**src/rtl/seq_divider_if.sv**
```systemverilog
// seq_divider_if: start/operand/result bundle for the sequential divider
//   master : drives start, A, B; observes Q, R, busy, done, div_by_zero
//   slave  : the divider side of the same signals
interface seq_divider_if #(
    parameter int WIDTH = 4
);
    logic             start;
    logic [WIDTH-1:0] A;
    logic [WIDTH-1:0] B;
    logic [WIDTH-1:0] Q;
    logic [WIDTH-1:0] R;
    logic             busy;
    logic             done;
    logic             div_by_zero;
    modport master (
        output start, A, B,
        input  Q, R, busy, done, div_by_zero
    );
    modport slave (
        input  start, A, B,
        output Q, R, busy, done, div_by_zero
    );
endinterface

```
**src/rtl/seq_divider.sv**
```systemverilog
// seq_divider: multi-cycle unsigned restoring divider, Q = A / B, R = A % B
//   clk   : rising-edge clock
//   rst_n : asynchronous active-low reset
//   bus   : slave side of seq_divider_if
//           start/A/B in; Q/R/div_by_zero registered results;
//           busy while iterating; done pulses one cycle per completion
module seq_divider #(
    parameter int WIDTH = 4
) (
    input logic         clk,
    input logic         rst_n,
    seq_divider_if.slave bus
);
    localparam int CW = $clog2(WIDTH) + 1;
    localparam logic [CW-1:0] LAST = CW'(WIDTH - 1);

    typedef enum logic [1:0] {IDLE, CALC, FIN} state_t;

    state_t           state_q, state_d;
    logic [WIDTH:0]   p_q, p_d;
    logic [WIDTH-1:0] d_q, d_d;
    logic [WIDTH-1:0] qs_q, qs_d;
    logic [WIDTH-1:0] dv_q, dv_d;
    logic [CW-1:0]    cnt_q, cnt_d;
    logic [WIDTH-1:0] q_q, q_d;
    logic [WIDTH-1:0] r_q, r_d;
    logic             dbz_q, dbz_d;
    logic [WIDTH:0]   shifted, diff, p_next;
    logic [WIDTH-1:0] qs_next;
    logic             borrow;
    logic             unused_bits;

    // P never exceeds DV-1, so its top bit and the bit shifted out of QS are always zero
    assign unused_bits = p_q[WIDTH] ^ qs_q[WIDTH-1];

    always_ff @(posedge clk or negedge rst_n) begin
        if (!rst_n) begin
            state_q <= IDLE;
            p_q     <= '0;
            d_q     <= '0;
            qs_q    <= '0;
            dv_q    <= '0;
            cnt_q   <= '0;
            q_q     <= '0;
            r_q     <= '0;
            dbz_q   <= 1'b0;
        end else begin
            state_q <= state_d;
            p_q     <= p_d;
            d_q     <= d_d;
            qs_q    <= qs_d;
            dv_q    <= dv_d;
            cnt_q   <= cnt_d;
            q_q     <= q_d;
            r_q     <= r_d;
            dbz_q   <= dbz_d;
        end
    end

    always_comb begin
        state_d = state_q;
        p_d     = p_q;
        d_d     = d_q;
        qs_d    = qs_q;
        dv_d    = dv_q;
        cnt_d   = cnt_q;
        q_d     = q_q;
        r_d     = r_q;
        dbz_d   = dbz_q;
        shifted = {p_q[WIDTH-1:0], d_q[WIDTH-1]};
        diff    = shifted - {1'b0, dv_q};
        borrow  = diff[WIDTH];
        p_next  = borrow ? shifted : diff;
        qs_next = {qs_q[WIDTH-2:0], ~borrow};
        unique case (state_q)
            CALC: begin
                if (dv_q == '0) begin
                    // D has not shifted yet, so it still holds the dividend
                    q_d     = '1;
                    r_d     = d_q;
                    dbz_d   = 1'b1;
                    state_d = FIN;
                end else begin
                    p_d   = p_next;
                    qs_d  = qs_next;
                    d_d   = {d_q[WIDTH-2:0], 1'b0};
                    cnt_d = cnt_q + CW'(1);
                    if (cnt_q == LAST) begin
                        q_d     = qs_next;
                        r_d     = p_next[WIDTH-1:0];
                        dbz_d   = 1'b0;
                        state_d = FIN;
                    end
                end
            end
            FIN:     state_d = IDLE;
            default: state_d = state_q;
        endcase
        // a new request in FIN overlaps the done cycle, giving back-to-back operation
        if (bus.start && state_q != CALC) begin
            state_d = CALC;
            p_d     = '0;
            d_d     = bus.A;
            dv_d    = bus.B;
            qs_d    = '0;
            cnt_d   = '0;
        end
    end

    assign bus.Q           = q_q;
    assign bus.R           = r_q;
    assign bus.div_by_zero = dbz_q;
    assign bus.busy        = state_q == CALC;
    assign bus.done        = state_q == FIN;
endmodule

```
**src/flat_wrapper.sv**
```systemverilog
// flat-port wrapper written by rule: the top's interface ports become plain ports
module seq_divider_flat 
#(
    parameter int WIDTH = 4
)
  (clk, rst_n, bus_start, bus_A, bus_B, bus_Q, bus_R, bus_busy, bus_done, bus_div_by_zero);
  seq_divider_if #(.WIDTH(WIDTH)) bus_i ();
  input logic clk;
  input logic rst_n;
  input wire logic [$bits(bus_i.start)-1:0] bus_start;
  input wire logic [$bits(bus_i.A)-1:0] bus_A;
  input wire logic [$bits(bus_i.B)-1:0] bus_B;
  output wire logic [$bits(bus_i.Q)-1:0] bus_Q;
  output wire logic [$bits(bus_i.R)-1:0] bus_R;
  output wire logic [$bits(bus_i.busy)-1:0] bus_busy;
  output wire logic [$bits(bus_i.done)-1:0] bus_done;
  output wire logic [$bits(bus_i.div_by_zero)-1:0] bus_div_by_zero;
  assign bus_i.start = bus_start;
  assign bus_i.A = bus_A;
  assign bus_i.B = bus_B;
  assign bus_Q = bus_i.Q;
  assign bus_R = bus_i.R;
  assign bus_busy = bus_i.busy;
  assign bus_done = bus_i.done;
  assign bus_div_by_zero = bus_i.div_by_zero;
  seq_divider #(.WIDTH(WIDTH)) u_core (.clk(clk), .rst_n(rst_n), .bus(bus_i));
endmodule
```
**config.mk**
```make
export PLATFORM = sky130hd
export DESIGN_NAME = seq_divider_flat
export DESIGN_NICKNAME = d
export VERILOG_FILES = /design/src/rtl/seq_divider_if.sv /design/src/rtl/seq_divider.sv /design/src/flat_wrapper.sv
export SDC_FILE = /design/constraint.sdc
export NUM_CORES = 1
export LEC_CHECK = 0
export ABC_CLOCK_PERIOD_IN_PS = 2800
export BUFFER_PORTS_ARGS = -buffer_cell sky130_fd_sc_hd__buf_2
export CORE_MARGIN = 2
export CORE_UTILIZATION = 55
export DETAILED_ROUTE_END_ITERATION = 7
export PLACE_DENSITY = 0.85
export SYNTH_ARGS = -nofsm -noshare
export SYNTH_HDL_FRONTEND = slang
export SYNTH_SLANG_ARGS = --single-unit
export TNS_END_PERCENT = 1
```
**constraint.sdc**
```tcl
create_clock -name clk -period 2.8 [get_ports clk]
set_input_delay 0.56 -clock clk [delete_from_list [all_inputs] [get_ports clk]]
set_output_delay 0.56 -clock clk [all_outputs]
set_load 0.02 [all_outputs]
```
# [Word level (Yosys, flattened, before mapping)]
# Index checks and enable logic that the tools add are counted.
[totals] output_inout_bits=11 reg_bits=29 elab_cells=49 inputBits=11
[op_classes] addsub=2 muxes=23 reduce_logical=8 eq_ne=6 n_bitwise=1
[ops] op="$mux 4" count=11
[ops] op="$mux 3" count=6
[ops] op="$mux 2" count=3
[ops] op="$reduce_and 2->1" count=3
[ops] op="$sub 5x4->5" count=1
[ops] op="$logic_not 4->1" count=1
[ops] op="$ne 4x1->1 const B" count=1
[ops] op="$pmux 2 s2" count=1
[ops] op="$reduce_bool 2->1" count=2
[ops] op="$add 3x1->3 const B" count=1
[ops] op="$eq 3x2->1 const B" count=1
[ops] op="$reduce_bool 3->1" count=1
[ops] op="$eq 2x1->1 const B" count=1
[ops] op="$eq 2x2->1 const B" count=1
[ops] op="$mux 1" count=2
[ops] op="$ne 2x1->1 const B" count=1
[ops] op="$ne 2x2->1 const B" count=1
[ops] op="$logic_and 1x1->1" count=1
[ops] op="$not 1->1" count=1

# [Depth between registers and ports, before layout]
[depth] word_depth=5 depth_mapped=8

# [Worst setup path before layout]
# Ideal clock, no wire load.
[synth_path] path_type="register -> register" start="reg u_core.dv_q[0]" end="reg u_core.r_q[1] (netlist: u_core.bus.R[1])" setup_time_ns=0.077 path_stages_with_launch=8 path_buffers=0 required_ns=2.723 slack_ns=0.700 arrival_ns=2.023 cell_sequence="dfrtp_1 -> ha_1 -> fa_1 -> nand2b_1 -> a21oi_2 -> xnor2_1 -> mux2_2 -> o21ai_1"
[synth_via] elab_chain_len=4 word_cells_on_any_way=7 classes_between="1 x add/sub; 3 x mux; 3 x reduce/logical"
[synth_rtl] item="start: declaration" line="seq_divider.sv:23" source="logic [WIDTH-1:0] dv_q, dv_d;"
[synth_rtl] item="start signal: assignment" line="seq_divider.sv:52" source="dv_q <= dv_d;"
[synth_rtl] item="$sub 5x4->5" line="seq_divider.sv:71" source="diff = shifted - {1'b0, dv_q};"
[synth_rtl] item="$mux 4" line="seq_divider.sv:73" source="p_next = borrow ? shifted : diff;"
[synth_rtl] item="$mux 4" line="seq_divider.sv:88" source="if (cnt_q == LAST) begin"
[synth_rtl] item="$mux 4" line="seq_divider.sv:77" source="if (dv_q == '0) begin"
[synth_rtl] item="end signal: assignment" line="seq_divider.sv:55" source="r_q <= r_d;"
[synth_rtl] item="end: declaration" line="seq_divider.sv:26" source="logic [WIDTH-1:0] r_q, r_d;"
# Several ways; a longest one is shown, not always the timed one. The select of a mux whose other input is x is not followed.
# A chain may end at the register's enable or synchronous reset.

# [Final worst setup path]
[layout_path] start="reg u_core.dv_q[0]" end="reg u_core.p_q[0]"
[layout_via] elab_chain_len=5 word_cells_on_any_way=8 classes_between="1 x add/sub; 1 x eq/ne; 4 x mux; 2 x reduce/logical"
[layout_rtl] item="$sub 5x4->5" line="seq_divider.sv:71"
[layout_rtl] item="$mux 4" line="seq_divider.sv:73"
[layout_rtl] item="$mux 4" line="seq_divider.sv:77"
[layout_rtl] item="$mux 4" line="seq_divider.sv:75" source="unique case (state_q)"
[layout_rtl] item="$mux 4" line="seq_divider.sv:100" source="if (bus.start && state_q != CALC) begin"
[layout_rtl] item="end signal: assignment" line="seq_divider.sv:49" source="p_q <= p_d;"
[layout_rtl] item="end: declaration" line="seq_divider.sv:20" source="logic [WIDTH:0] p_q, p_d;"
# Several ways; a longest one is shown, not always the timed one. The select of a mux whose other input is x is not followed.

==> results.md <==
- The worst slew margin relative to its limit is about half.
- The number of pins with negative max-slew slack in the final report is 0.
- The critical path startpoint category is a register.
- The final layout contains 180 nets.
- The post-detailed-routing wire length is 3070 µm.
- The worst setup path is of the reg -> reg kind.
- The count of buffers added on input and output ports is 21.
- In this run the count of I/O pins placed on the die edge is 22.
- Relative to the synthesized area, the layout overhead comes to 11.6%.
- The via total after detailed routing is ~1100.
- The combined buffer and inverter count along the critical path is 0.
- The Yosys step of the flow raised 0 warnings.
- For this design, the sink count on the clock tree is 29.
- The final critical path time including I/O delays and setup is between 2 and 2.5 ns.
- Of all nets on the critical path, the largest fanout is 5.
- Entering global routing, the biggest net connects 30 pins.
- Summed over all instances, the cell type with the most area after synthesis is sky130_fd_sc_hd__dfrtp_1.
- IR analysis of the VDD net gives a maximum drop of 0.893 mV.
- The slowest stage cell on the critical path is sky130_fd_sc_hd__dfrtp_1.
- STA classifies the critical path endpoint as a register.
- Once detail routing completed, the nets flagged for antenna violations numbered 0.
- Max-cap violations in this run came to 0.
- After global routing the overflow that remains totals 0.
- In the layout the commonest cells are 29 x sky130_fd_sc_hd__dfrtp_1, 25 x sky130_fd_sc_hd__nand2_1, 21 x sky130_fd_sc_hd__buf_2.
- Clock tree synthesis selected as its root buffer the cell sky130_fd_sc_hd__clkbuf_4.
- The post-synthesis net count is 155.
- The top cell type by area accounts for 50.8% of the synthesized area.
- Data on the critical path is required at its endpoint by around 3.0 ns.
- The reported leakage power is between 0.7 and 0.8 nW.
- The congestion estimate from routability-driven global placement came to 0.912.
- After clock tree synthesis, the clock-pin slew on the worst setup and hold paths is 0.09 ns.
- The number of antenna violations at the first check in global routing is 0.
- The via count of the first global-routing pass is approximately 1100.
- The distinct cell type count after synthesis is 34.
- Detailed placement finished with a half-perimeter wire length of between 2000 and 2500 µm.
- Global routing used between 30% and 40% of the available met1 tracks.
- The synthesized area per cell is around 10 µm².
- For this run, global-route usage on met3 was measured as roughly 6.5%.
- The starting DRC count in detailed routing is 44.
- The count of endpoints failing setup in the final report is 0.
- The fmax is ~0.42 GHz.
- The most common library cell in the layout ignoring fill and taps is sky130_fd_sc_hd__dfrtp_1.
- The count of final hold-check violations came to 0.
- The slew of the pin with the lowest slew margin is about 0.73 ns.
- Buffers inserted during clock tree synthesis total 5.
- The final total power is roughly 2.3 mW.
- Post-CTS timing repair inserted 0 buffers for setup.
- On the final layout, the worst clock skew is about 0.013 ns.
- The first-pass iteration count of the detailed router is 4.
- The run finished with clean final reports.
- The clock latency reported for the late side of the worst-skew pair is about 0.32 ns.
- The row count is 18.
- The critical path arrival is between 2 and 3 ns.
- The repair_antennas step left the layout with diodes totalling 0.
- The starting density of the core is between 50% and 60%.
- Setup total negative slack on the finished layout was measured at 0 ns.
- The all-layer global routing usage is approximately 25%.
- The number of gates given a new drive strength after cts is 0.
- The cell class contributing the biggest share of worst-path delay is adder cells.
- The layer carrying the most global-route usage is met2.
- The number of design rule violations left after detail routing is 0.
- The die covers about 3000 µm².
- The average wire per standard cell is 16.0 µm.
- After technology mapping, the gate count stands at around 140.
- The H-tree was split into 2 levels.
- The signal on the critical path passes through ha_1 -> fa_1 -> nand2b_1 -> a21oi_2 -> xnor2_1 -> mux2_2 -> o21ai_1.
- In this run the standard cell core region covers between 2000 and 2500 µm².
- In this run the cell area of the synthesized design comes to roughly 1400 µm².
- Global routing used between 30% and 40% of the available met2 tracks.
- The total power divided by cell area is around 1400 nW/µm².
- The worst stage delay on the critical path is 0.44 ns.
- Summing the sequential cell areas from Yosys gives between 50% and 60% of the chip area.
- Sorting the synthesized cells by area gives the leading types as sky130_fd_sc_hd__dfrtp_1 51%, sky130_fd_sc_hd__nand2_1 6.6%, sky130_fd_sc_hd__ha_1 5.3%, sky130_fd_sc_hd__o21ai_0 3.5%, sky130_fd_sc_hd__nand3_2 2.8%.
- In this run, synthesis produced a sequential element count of 29.
- The setup check on the worst reg-to-reg path leaves a slack of roughly 0.44 ns.
- Buffers inserted to repair hold after CTS numbered 0.
- The first-pass GRT wire length is around 5100 µm.
- The clock tree from TritonCTS is done.
- The tightest min-delay check is of the in -> async type.
- The part of the cycle the worst path needs is a little over four fifths.
- The buffer depth of the longest clock path is 2.
- The detailed-route vias per instance is 5.95.
- The width of the die is 55.0 µm.
- The fraction of layout cells with a size suffix above 1 is a little under a quarter.
- Setup repair after global routing left no endpoint under its margin.
- The die height is 55.0 µm.
-- synthesized netlist by cell type (all sizes together) --
cell type	n
a21oi	3
a32oi	4
clkbuf	1
o311a	1
nand2	25
xnor2	2
mux2i	1
a22o	1
and2	1
o211ai	2
xor2	2
clkinv	1
nand4	1
mux2	2
o22ai	1
fa	1
buf	3
o21ai	14
a22oi	2
ha	6
nand2b	3
nand3	11
inv	6
nor2	8
nor2b	1
o22a	4
dfrtp	29
nor4	1
-- final cells by class --
cell class / count / area (µm²)
fill: 222 / 883
sequential: 29 / 726
multi-input combinational: 97 / 637
timing repair buffer: 22 / 113
clock buffer: 7 / 55.1
tap: 30 / 37.5
inverter: 7 / 26.3
-- per-layer routing --
layer | routed length, µm | share of wire [%]
met1 | 1310 | 42
met2 | 1430 | 46
met3 | 224 | 7.3
met4 | 119 | 3.9
met5 | 0 | 0
-- logic make-up (layout without fill, tap and decap cells) --
group / Yosys count / count (layout) / synth area share, %
compound gates: 32 / 32 / 15.0
flops: 29 / 29 / 50.8
mux: 3 / 3 / 2.28
simple gates: 51 / 51 / 18.2
xor+xnor: 4 / 4 / 2.45
fa+ha+maj: 7 / 7 / 6.65
buf+inv: 11 / 36 / 4.64
-- flip-flops by register name, indices dropped and copies added, names as in the netlist --
register                flops
u_core.bus.Q                4
u_core.dv_q                 4
u_core.bus.div_by_zero      1
u_core.bus.R                4
u_core.p_q                  4
u_core.qs_q                 3
u_core.state_q              2
u_core.cnt_q                3
u_core.d_q                  4
-- where the power goes --
part	total, mW	internal, mW	switching [mW]
logic	1.24	0.469	0.773
clock network	0.254	0.118	0.136
registers	0.758	0.608	0.150
total	2.25	1.19	1.06
-- through the flow --
step	utilization, %	setup WS, ns	hold WS (ns)	std cells	area (µm²)
2_1_floorplan	-	0.700	0.264	137	1430
6_report	64.3	0.436	0.246	192	1590
3_5_place_dp	62.1	0.491	0.475	185	1540
4_1_cts	64.3	0.467	0.260	192	1590
5_1_grt	64.3	0.336	0.287	192	1590
3_3_place_gp	62.1	0.611	0.467	185	1540
-- final timing paths --
kind                                  from               to  cells past startpoint
min in group clk                  bus_B[0]   u_core.dv_q[0]                      3
setup / recovery            u_core.dv_q[0]    u_core.p_q[0]                      7
max in group asynchronous            rst_n   u_core.dv_q[1]                      1
hold / removal                       rst_n   u_core.dv_q[3]                      1
hold reg to reg            u_core.bus.Q[3]  u_core.bus.Q[3]                      1
setup reg to reg            u_core.dv_q[0]    u_core.p_q[0]                      7
No activity file was read; power rests on OpenSTA's default activity.
